[src/rtl/dram_read_pipe.sv]
// Fixed-latency read return path: DEPTH shift stages plus an output
// register, so data appears on the DEPTH-th edge after capture.
module dram_read_pipe #(
   parameter int DEPTH = 5
) (
   input  logic        clk,
   input  logic        rst,
   input  logic        in_vld,
   input  logic [31:0] in_data,
   output logic        out_vld,
   output logic [31:0] out_data
);

   logic [DEPTH-1:0] vld_q, vld_d;
   logic [31:0]      dat_q [DEPTH];
   logic [31:0]      dat_d [DEPTH];
   logic             out_vld_q, out_vld_d;
   logic [31:0]      out_data_q, out_data_d;

   always_comb begin
      vld_d[0] = in_vld;
      dat_d[0] = in_vld ? in_data : 32'h0;
      for (int i = 1; i < DEPTH; i++) begin
         vld_d[i] = vld_q[i-1];
         dat_d[i] = dat_q[i-1];
      end
      out_vld_d  = vld_q[DEPTH-1];
      out_data_d = vld_q[DEPTH-1] ? dat_q[DEPTH-1] : 32'h0;
   end

   always_ff @(posedge clk or posedge rst) begin
      if (rst) begin
         vld_q      <= '0;
         out_vld_q  <= 1'b0;
         out_data_q <= 32'h0;
         for (int i = 0; i < DEPTH; i++) begin
            dat_q[i] <= 32'h0;
         end
      end else begin
         vld_q      <= vld_d;
         out_vld_q  <= out_vld_d;
         out_data_q <= out_data_d;
         for (int i = 0; i < DEPTH; i++) begin
            dat_q[i] <= dat_d[i];
         end
      end
   end

   assign out_vld  = out_vld_q;
   assign out_data = out_data_q;

endmodule

[config.mk]
export PLATFORM = sky130hd
export DESIGN_NAME = dram_read_pipe
export DESIGN_NICKNAME = d
export VERILOG_FILES = /design/src/rtl/dram_read_pipe.sv
export SDC_FILE = /design/constraint.sdc
export NUM_CORES = 1
export LEC_CHECK = 0
export CORE_UTILIZATION = 57
export CTS_CLUSTER_SIZE = 20
export DETAILED_ROUTE_END_ITERATION = 6
export PLACE_DENSITY = 0.85
export SLEW_MARGIN = 0
export SYNTH_ARGS = -nofsm -noshare
export SYNTH_HDL_FRONTEND = slang
export SYNTH_SLANG_ARGS = --single-unit
[constraint.sdc]
create_clock -name clk -period 15.95 [get_ports clk]
set_clock_uncertainty 0.1 [all_clocks]
set_input_delay 1.595 -clock clk [delete_from_list [all_inputs] [get_ports clk]]
set_output_delay 1.595 -clock clk [all_outputs]
set_load 0.1 [all_outputs]
; ---- Word-level counts from Yosys, hierarchy flattened
; Index checks and enable logic that the tools add are counted.
[op_classes]
n_addsub = 0
multipliers = 0
div_mod_pow = 0
magnitude_cmp = 0
eq_ne = 0
n_shift = 0
mux = 2
n_bitwise = 0
n_reduce_logical = 0
[op_table]
columns = cell, n
row1 = $mux 32, 2
[word_totals]
register_bits = 198
latchBits = 0
ramBits = 0
rom_bits = 0
inputBits = 35
out_inout_bits = 33
elab_cells = 10
n_memories = 0

; ---- Depth between registers and ports, before layout
[logic_depth]
ltp_word = 1
mapped_depth = 2
depth_no_buf = 1

; ---- Worst setup path before layout
; Ideal clock, no wire load.
[synth_path]
path_type = register to output
start = register out_data_q[0], in the netlist out_data[0]
end = output out_data[0]
arrival_ns = 0.883
required_ns = 14.255
setup_slack_ns = 13.372
stages_incl_launch_ff = 1
n_path_buf = 0
path_cell_list = dfrtp_1
[synth_rtl]
columns = element, line
row1 = start: declaration, 18  ; logic [31:0] out_data_q, out_data_d;
row2 = start signal: assignment, 42  ; out_data_q <= out_data_d;
row3 = end: declaration, 11  ; output logic [31:0] out_data
; No word-level cell between the ends.

; ---- Worst setup path after layout
[layout_path]
start = register out_data_q[28], in the netlist out_data[28]
end = output out_data[28]
; No word-level cell between the ends.

==> summary.md <==
| Metric | Value |
|---|---|
| Final Setup Violations | 0 |
| Detailed placement HPWL | ~4200 um |
| Num rows | 35 |
| Power density cells | between 100 and 150 nW/um^2 |
| Worst Path Buf+Inv | 1 |
| DR vias/cell | 4.40 |
| Hold Path Depth | 0 |
| Die Area | between 9000 and 10000 um^2 |
| Setup TNS | 0 ns |
| Achievable Freq | 268 MHz |
| Vias in the first global route | approximately 2.4k |
| PortBufs | 67 |
| First-pass DRT Iterations | 4 |
| Residual DRC | 0 |
| Hold WS | roughly 0.24 ns |
| Post-Syn Area | around 5500 um^2 |
| Total core area | about 9300 um^2 |
| WP data arrival | between 2 and 2.5 ns |
| Setup Crit Path Kind | reg -> out |
| CP Cell Sequence | clkdlybuf4s50_1 |
| Maximum VDD drop | about 0.00009 V |
| Overall Global Routing Usage | a little under a fifth |
| Diode count | 0 |
| Sink Count | just under 200 |
| Power, Total | about 990 uW |
| Tcrit/Tclk final | between 20% and 30% |
| Crit start category | flop |
| Initial antenna violation count | 0 |
| Remaining Overflow, GRT | 0 |
| Clock root cell | clkbuf_8 |
| Syn Nets | 304 |
| Nets | a little under 400 |
| Worst Hold Class | reg -> reg |
| Max-cap violation count | 0 |
| Clk slew on worst S/H paths | 0.07 ns |
| FF-to-FF End | out_data[20] |
| Worst skew pair latency | 0.51 ns |
| Yosys top cell area share | around nine tenths |
| Routed WL | 7630 um |
| Initial Util | 58.9% |
| DR WL/cell | around 16 um |
| CTS buffer count | 17 |
| Status | finished clean |
| Post_cts resized | 0 |
| CTS tree | built |
| Critical path required time | between 10 and 15 ns |
| Layout cells sized above 1 | a little over a quarter |
| Crit path largest cell delay | around 1.2 ns |
| Crit. End Element | output pin |
| Slew Limit Fails | 0 |
| Sequential area share after synthesis | around nine tenths |
| CTS Hold Bufs | 0 |
| Slowest-stage cell, CP | clkdlybuf4s50_1 |
| Worst-margin pin slew | 1.00 ns |
| Min cycle time layout | 3.73 ns |
| Post-CTS Setup Inserts | 0 |
| Mapped Cells | about 270 |
| Maximum fanout along the worst path | 1 |
| RSZ-0062 raised after global routing | false |
| Seq cells post-synth | slightly below 200 |
| Hold Crit Start | dat_d[6] |
| RePlAce Congestion | roughly 0.62 |
| Largest cells by area after synthesis | dfrtp_1, and2_2, clkbuf_2 |
| RR Startpoint | vld_q[4] |
| R2R setup slack | 14.68 ns |
| Die W | ~100 um |
| Iter 0 DRT Violations | 70 |
| Area delta synth->final | 25.4% |
| Ys Warns | 0 |
| Reg2Reg Depth | 1 |
| Yosys top cell by area | dfrtp_1 |
| Critical path's top delay family | buffers and inverters |
| Vias | between 2k and 2.5k |
| First-pass GRT wire length | 12800 um |
| Worst setup startpoint | out_data[28] |
| H-tree depth | 4 |
| Die Y | around 100 um |
| Slew margin rel. | between 30% and 40% |
| Count of different cell masters after synthesis | 4 |
| Largest net degree at the start of global routing | ~130 |
| Avg Synthesized Cell Area | about 20 um^2 |
| Antenna Violating Nets Remaining | 0 |
| Worst min-delay path endpoint | dat_q[6] |
| Leakage power | ~0.0033 uW |
| Clock buffer depth | 2 |
| Final Hold Vio Count | 0 |
| Worst slack, placed | 12.18 ns |
| IO Pins | approximately 70 |
| Final worst slack | around 12 ns |
final cells by class:
cell class / count / area [um^2]
Clock buffer: 21 / 449
Sequential cell: 198 / 4950
Inverter: 1 / 11.3
Tap cell: 129 / 161
Fill cell: 535 / 2420
Clock inverter: 10 / 124
Multi-Input combinational cell: 64 / 480
Timing Repair Buffer: 68 / 678
Yosys cell counts:
cell / count
and2_2: 64
clkbuf_2: 6
dfrtp_1: 198
inv_1: 1
metrics by stage:
stage | util (%) | cell area [um^2] | cells
after global placement | 67.7 | 6290 | 460
final | 73.9 | 6860 | 491
after CTS | 73.9 | 6860 | 491
after floorplan | - | 5470 | 269
after global routing | 73.9 | 6860 | 491
after detailed placement | 67.7 | 6290 | 460
per-layer routing:
metal	global-route usage [%]	vias to the layer above	part of all wire (%)
met4	7.81	0	1.5
met5	0	-	0
li1	-	980	-
met1	26.4	1112	46
met3	5.15	10	3.7
met2	26.7	58	49
worst max path at each step:
stage | to | cells past startpoint
5_1_grt | out_data[28] | 1
6_report | out_data[28] | 1
3_3_place_gp | dat_d[110] | 3
3_5_place_dp | dat_d[78] | 3
2_1_floorplan | dat_d[0] | 1
4_1_cts | out_data[28] | 1
power breakdown:
group,total (uW),switching (uW),internal [uW]
registers,535,8.94,526
clock network,401,169,232
logic,56.2,38.5,17.7
registers in the layout (all words and copies together), names as in the netlist:
register	cells
dat_d	128
dat_q	32
out_data	32
vld_q	5
out_vld	1
cell usage in the layout, fill, tap and decap left out:
master	n
dfrtp_1	198
clkinvlp_4	2
clkinv_2	1
inv_6	1
clkbuf_1	2
bufinv_16	2
buf_4	1
clkbuf_16	16
clkbuf_8	3
clkinv_4	4
clkdlybuf4s50_1	67
and2_2	64
inv_8	1
cell families (layout without fill, tap and decap cells):
group,after synthesis,in the layout,synth area share [%]
AND/OR/NAND/NOR,64,64,8.79
buffers and inverters,7,100,0.618
flip-flops,198,198,90.6
No activity file was read; power rests on OpenSTA's default activity.
